### src/rtl/synthesizer_channel_gate.sv
// Per-channel enable/gain stage feeding the synthesizer: shadow/active config tables
// committed at frame boundaries, plus a 2-cycle scale/round/saturate datapath.
module synthesizer_channel_gate #(
  parameter int unsigned NUM_CHANNELS        = 16,
  parameter int unsigned CHANNEL_INDEX_WIDTH = $clog2(NUM_CHANNELS),
  parameter int unsigned DATA_WIDTH          = 20,
  parameter int unsigned GAIN_WIDTH          = 8,
  parameter int unsigned GAIN_FRAC_BITS      = 6
) (
  input  logic                                Clk,
  input  logic                                Rst,
  input  logic                                Cfg_valid,
  input  logic [CHANNEL_INDEX_WIDTH-1:0]      Cfg_channel,
  input  logic                                Cfg_enable,
  input  logic [GAIN_WIDTH-1:0]               Cfg_gain,
  input  logic                                Cfg_commit,
  input  logic                                Input_valid,
  input  logic [CHANNEL_INDEX_WIDTH-1:0]      Input_index,
  input  logic [1:0][DATA_WIDTH-1:0]          Input_data,
  output logic                                Output_valid,
  output logic [CHANNEL_INDEX_WIDTH-1:0]      Output_index,
  output logic [1:0][DATA_WIDTH-1:0]          Output_data,
  output logic                                Commit_pending,
  output logic                                Error_saturation,
  output logic                                Error_frame_order
);

  localparam int unsigned PROD_W = DATA_WIDTH + GAIN_WIDTH + 1;
  localparam int unsigned SUM_W  = PROD_W + 1;
  localparam int unsigned RND_W  = SUM_W - GAIN_FRAC_BITS;

  localparam logic [GAIN_WIDTH-1:0]   UNITY   = GAIN_WIDTH'(1 << GAIN_FRAC_BITS);
  localparam logic signed [SUM_W-1:0] ROUND   = SUM_W'(1 << (GAIN_FRAC_BITS - 1));
  localparam logic signed [RND_W-1:0] SAT_MAX =
    {{(RND_W - DATA_WIDTH + 1){1'b0}}, {(DATA_WIDTH - 1){1'b1}}};
  localparam logic signed [RND_W-1:0] SAT_MIN =
    {{(RND_W - DATA_WIDTH + 1){1'b1}}, {(DATA_WIDTH - 1){1'b0}}};

  logic [NUM_CHANNELS-1:0]                 sh_en_q, sh_en_d, ac_en_q, ac_en_d;
  logic [NUM_CHANNELS-1:0][GAIN_WIDTH-1:0] sh_gain_q, sh_gain_d, ac_gain_q, ac_gain_d;
  logic                                    pending_q, pending_d;
  logic                                    boundary_c;

  logic                                    v1_q, en1_q;
  logic [CHANNEL_INDEX_WIDTH-1:0]          idx1_q;
  logic [1:0][PROD_W-1:0]                  prod_q, prod_d;
  logic signed [PROD_W-1:0]                gain_s;

  logic signed [SUM_W-1:0]                 sum_c [2];
  logic signed [RND_W-1:0]                 rnd_c [2];
  logic [1:0]                              clip_c;
  logic [1:0][DATA_WIDTH-1:0]              sat_c;

  logic                                    out_valid_q, out_valid_d;
  logic [CHANNEL_INDEX_WIDTH-1:0]          out_index_q, out_index_d;
  logic [1:0][DATA_WIDTH-1:0]              out_data_q, out_data_d;
  logic                                    sat_err_q, sat_err_d;

  logic                                    synced_q, synced_d;
  logic [CHANNEL_INDEX_WIDTH-1:0]          expected_q, expected_d;
  logic                                    frame_err_q, frame_err_d;

  assign boundary_c = Input_valid && (Input_index == '0);

  // Copy reads the pre-write shadow, so a same-cycle write lands only in shadow.
  always_comb begin
    sh_en_d   = sh_en_q;
    sh_gain_d = sh_gain_q;
    ac_en_d   = ac_en_q;
    ac_gain_d = ac_gain_q;
    pending_d = pending_q;
    if (boundary_c && pending_q) begin
      ac_en_d   = sh_en_q;
      ac_gain_d = sh_gain_q;
      pending_d = 1'b0;
    end else if (Cfg_commit) begin
      pending_d = 1'b1;
    end
    if (Cfg_valid) begin
      sh_en_d[Cfg_channel]   = Cfg_enable;
      sh_gain_d[Cfg_channel] = Cfg_gain;
    end
  end

  always_ff @(posedge Clk or posedge Rst) begin
    if (Rst) begin
      sh_en_q   <= '1;
      sh_gain_q <= {NUM_CHANNELS{UNITY}};
      ac_en_q   <= '1;
      ac_gain_q <= {NUM_CHANNELS{UNITY}};
      pending_q <= 1'b0;
    end else begin
      sh_en_q   <= sh_en_d;
      sh_gain_q <= sh_gain_d;
      ac_en_q   <= ac_en_d;
      ac_gain_q <= ac_gain_d;
      pending_q <= pending_d;
    end
  end

  // Stage 1 multiplies with the post-commit active entry (the index-0 sample sees new values).
  always_comb begin
    gain_s = PROD_W'($signed({1'b0, ac_gain_d[Input_index]}));
    for (int c = 0; c < 2; c++) begin
      prod_d[c] = PROD_W'($signed(Input_data[c])) * gain_s;
    end
  end

  always_ff @(posedge Clk or posedge Rst) begin
    if (Rst) begin
      v1_q   <= 1'b0;
      en1_q  <= 1'b0;
      idx1_q <= '0;
      prod_q <= '0;
    end else begin
      v1_q   <= Input_valid;
      en1_q  <= ac_en_d[Input_index];
      idx1_q <= Input_index;
      prod_q <= prod_d;
    end
  end

  // Stage 2: round half up, then clip to the signed sample range.
  always_comb begin
    for (int c = 0; c < 2; c++) begin
      sum_c[c]  = SUM_W'($signed(prod_q[c])) + ROUND;
      rnd_c[c]  = RND_W'(sum_c[c] >>> GAIN_FRAC_BITS);
      clip_c[c] = 1'b0;
      sat_c[c]  = rnd_c[c][DATA_WIDTH-1:0];
      if (rnd_c[c] > SAT_MAX) begin
        sat_c[c]  = SAT_MAX[DATA_WIDTH-1:0];
        clip_c[c] = 1'b1;
      end else if (rnd_c[c] < SAT_MIN) begin
        sat_c[c]  = SAT_MIN[DATA_WIDTH-1:0];
        clip_c[c] = 1'b1;
      end
    end
  end

  always_comb begin
    out_valid_d = v1_q;
    out_index_d = out_index_q;
    out_data_d  = out_data_q;
    sat_err_d   = 1'b0;
    if (v1_q) begin
      out_index_d = idx1_q;
      out_data_d  = en1_q ? sat_c : '0;
      sat_err_d   = en1_q && (|clip_c);
    end
  end

  // Frame tracker: first sample after reset only syncs; mismatches resync to index + 1.
  always_comb begin
    synced_d    = synced_q;
    expected_d  = expected_q;
    frame_err_d = 1'b0;
    if (Input_valid) begin
      frame_err_d = synced_q && (Input_index != expected_q);
      expected_d  = Input_index + CHANNEL_INDEX_WIDTH'(1);
      synced_d    = 1'b1;
    end
  end

  always_ff @(posedge Clk or posedge Rst) begin
    if (Rst) begin
      out_valid_q <= 1'b0;
      out_index_q <= '0;
      out_data_q  <= '0;
      sat_err_q   <= 1'b0;
      synced_q    <= 1'b0;
      expected_q  <= '0;
      frame_err_q <= 1'b0;
    end else begin
      out_valid_q <= out_valid_d;
      out_index_q <= out_index_d;
      out_data_q  <= out_data_d;
      sat_err_q   <= sat_err_d;
      synced_q    <= synced_d;
      expected_q  <= expected_d;
      frame_err_q <= frame_err_d;
    end
  end

  assign Output_valid      = out_valid_q;
  assign Output_index      = out_index_q;
  assign Output_data       = out_data_q;
  assign Commit_pending    = pending_q;
  assign Error_saturation  = sat_err_q;
  assign Error_frame_order = frame_err_q;

endmodule
### config.mk
export PLATFORM = sky130hd
export DESIGN_NAME = synthesizer_channel_gate
export DESIGN_NICKNAME = d
export VERILOG_FILES = /design/src/rtl/synthesizer_channel_gate.sv
export SDC_FILE = /design/constraint.sdc
export NUM_CORES = 2
export LEC_CHECK = 0
export CAP_MARGIN = 15
export CORE_MARGIN = 4
export CORE_UTILIZATION = 63
export CTS_BUF_LIST = sky130_fd_sc_hd__clkbuf_8 sky130_fd_sc_hd__clkbuf_16
export DETAILED_ROUTE_END_ITERATION = 8
export HOLD_SLACK_MARGIN = 0.15
export PLACE_DENSITY = 0.84
export SLEW_MARGIN = 20
export SYNTH_ARGS = -nofsm -noshare
export SYNTH_HDL_FRONTEND = slang
export SYNTH_SLANG_ARGS = --single-unit
export TNS_END_PERCENT = 5
### constraint.sdc
create_clock -name Clk -period 19.6 [get_ports Clk]
set_input_delay 3.92 -clock Clk [delete_from_list [all_inputs] [get_ports Clk]]
set_output_delay 3.92 -clock Clk [all_outputs]
set_load 0.01 [all_outputs]
==> impl_metrics.tcl <==
set metrics [dict create \
    status "completed" \
    worstSetupStartpointType "input pin" \
    fp-row-count 77 \
    cts_setup_buffers 0 \
    cts_resized 0 \
    crit_arrival_ns 14.10 \
    cts.sinks 395 \
    cp_max_fo 90 \
    die_area_um2 48400 \
    period_share_pct 69.8 \
    fp.dieH_um 220 \
    syn_inst 2855 \
    yosys.area.top_type "dfrtp_1" \
    cts_tree "yes" \
    track_usage_pct 28.5 \
    power.density_nw_per_um2 154 \
    clk_pin_slew_ns 0.06 \
    fin_nets 3347 \
    cp_slowest_cell "buf_4" \
    fin_tns_setup_ns 0 \
    max-vdd-ir-drop_mv 0.164 \
    critPathRequiredTime_ns 20.01 \
    p_leak_uw 0.0154 \
    via_per_inst 5.83 \
    synth_most_common_cell "nand2_1" \
    yosys-top-cells-area "dfrtp_1, fa_1, mux2_2" \
    p_sw_uw 2090 \
    finalSetupViolCount 0 \
    r2r_cells 27 \
    ys_ff_latch 395 \
    pwr-share-seq_pct 26.1 \
    vias 20600 \
    drv_cap 0 \
    cts_buffer_depth 3 \
    grt_pass1_wl_um 111000 \
    wl_um 67200 \
    fmax_mhz 73.1 \
    port_buffers 109 \
    drtAntennaViolNets 0 \
    hpwlAfterDp_um 46500 \
    fin_skew_ns 0.0114 \
    grt_max_degree 198 \
    endpoint_kind "flip-flop" \
    grt_overflow_total 0 \
    syn_nets 3281 \
    synth_top_area_share_pct 29.2 \
    ioPinCount 110 \
    root_buffer "clkbuf_16" \
    wl_per_cell_um 19.0 \
    power_switching_share_pct 43.6 \
    tightest_slew_ns 1.07 \
    drtPass1Iterations 5 \
    worst-setup-path-type "input pin to flip-flop" \
    whs_path_depth 2 \
    h-tree-depth 2 \
    synth_edf_count 0 \
    place.gp.congestion 0.914 \
    hold_viol 0 \
    grt_pass1_vias 22100 \
    finalPower_uw 4790 \
    p_comb_share_pct 58.4 \
    maxSlewViolCount 0 \
    design.core.area_um2 44300 \
    clock_latency_ns 0.54 \
    synthTopCellsByCount "nand2_1, inv_1, dfrtp_1, fa_1, mux2_2" \
    ys.flop_type "dfrtp_1" \
    drc_errors 0 \
    yosysUniqueCellTypes 72 \
    fin_crit_ns 13.68 \
    final_core_util_pct 70.2 \
    synth-seq-area-share_pct 35.2 \
    syn_avg_cell_area_um2 9.93 \
    antenna_found_initial 2 \
    critical-path-max-stage-delay_ns 0.78 \
    hold_buffers 0 \
    place_inst 3472 \
    syn_area_um2 28300 \
    rsz0062_at_grt "no" \
    p_int_uw 2700 \
    place_worst_setup_slack_ns 5.56 \
    max_slew_margin_pct 28.7 \
    final.setup.worst_slack_ns 5.92 \
    clkPwrFrac_pct 15.5 \
    start_util_pct 63.9 \
    area_growth_pct 9.83 \
    synth.yosys.warnings 0 \
    postSynth.asyncResetShare_pct 100 \
    finalNonFillerCells 3542 \
    layout-drive-gt1-share_pct 13.5 \
    min_path_type "flip-flop to flip-flop" \
    cts_made_buffers 39 \
    die_w_um 220 \
    drt_iter0_markers 1606 \
]
==> power by group through the flow <==
stage | combinational, uW | sequential (uW) | clock [uW]
6_report | 2790 | 1250 | 743
5_1_grt | 3160 | 1270 | 791
4_1_cts | 2800 | 1240 | 753
3_5_place_dp | 2770 | 1250 | 0
3_3_place_gp | 2670 | 1240 | 0
2_1_floorplan | 2080 | 1230 | 0
==> per-layer routing <==
layer | up-vias | wire [um] | GRT usage, %
met2 | 854 | 33200 | 47.9
met5 | - | 0 | 0
met1 | 10400 | 26600 | 37.4
li1 | 9161 | - | -
met3 | 198 | 5090 | 5.25
met4 | 0 | 2310 | 10.3
==> flip-flops by register name, summed over array words and instances, names as in the netlist, 4 cells and up <==
name / count
Output_data: 40
Output_index: 4
ac_en_q: 16
ac_gain_q: 128
expected_q: 4
idx1_q: 4
prod_q: 48
sh_en_q: 16
sh_gain_q: 128
==> cell usage in the layout (no fill, tap or decap), types with 19 or more instances in the layout <==
cell type        instances
mux2_2                 213
nand3_1                 30
dfrtp_1                331
and2_1                 105
o221ai_1                31
inv_1                  441
a21o_1                  21
ha_1                   112
a21oi_1                 56
xor2_1                  38
clkbuf_16               41
xnor2_1                 52
nor2b_1                 47
fa_1                   252
o21ai_0                 26
nand2_1                605
clkdlybuf4s50_1        108
nor2_1                  86
nand2b_1                48
nand4_1                 19
buf_4                   23
dfstp_2                 64
==> logic make-up after synthesis <==
family	after synthesis	share of synthesized area, %
flip-flops	395	35.2
adder cells (fa/ha/maj)	364	22.7
AND/OR/NAND/NOR	998	15.9
AO/OA/AOI/OAI	229	5.52
multiplexers	236	10.1
XOR/XNOR	90	2.78
buffers and inverters	543	7.72
==> area by class of cell <==
cell class                 count  area (um^2)
clock inverter                21          161
fill                        3145        13200
inverter                     434         1640
timing repair buffer         134         1290
antenna                        2         5.00
clock buffer                  47         1110
tap                          592          741
sequential                   395         9960
multi-input combinational   1917        16200
==> worst max-delay path: cells and delay by family <==
family                     cells  cell delay [ns]
adders and majority gates      6             2.76
buffers and inverters          9             2.66
xor gates and xnor gates       1             0.17
and+or+nand+nor                7             1.88
AOI/OAI and AO/OA              6             1.46
muxes                          3             1.14
==> path summary, 6_finish.rpt <==
path	start	slack [ns]	end
setup / recovery	Input_index[1]	5.92	prod_q[26]
hold / removal	ac_gain_q[39]	0.46	ac_gain_q[39]
hold reg to reg	ac_gain_q[39]	0.46	ac_gain_q[39]
min in group asynchronous	Rst	3.93	sh_gain_q[91]
max in group asynchronous	Rst	13.50	sh_gain_q[4]
setup reg to reg	Commit_pending	10.47	prod_q[26]
==> stage by stage <==
stage          hold slack [ns]  area [um^2]
6_report                 0.463        31100
5_1_grt                  0.481        31100
4_1_cts                  0.466        31100
3_5_place_dp             0.452        29800
3_3_place_gp             0.446        29800
2_1_floorplan            0.413        28300
Note: power is estimated with default switching activity, not from simulation.
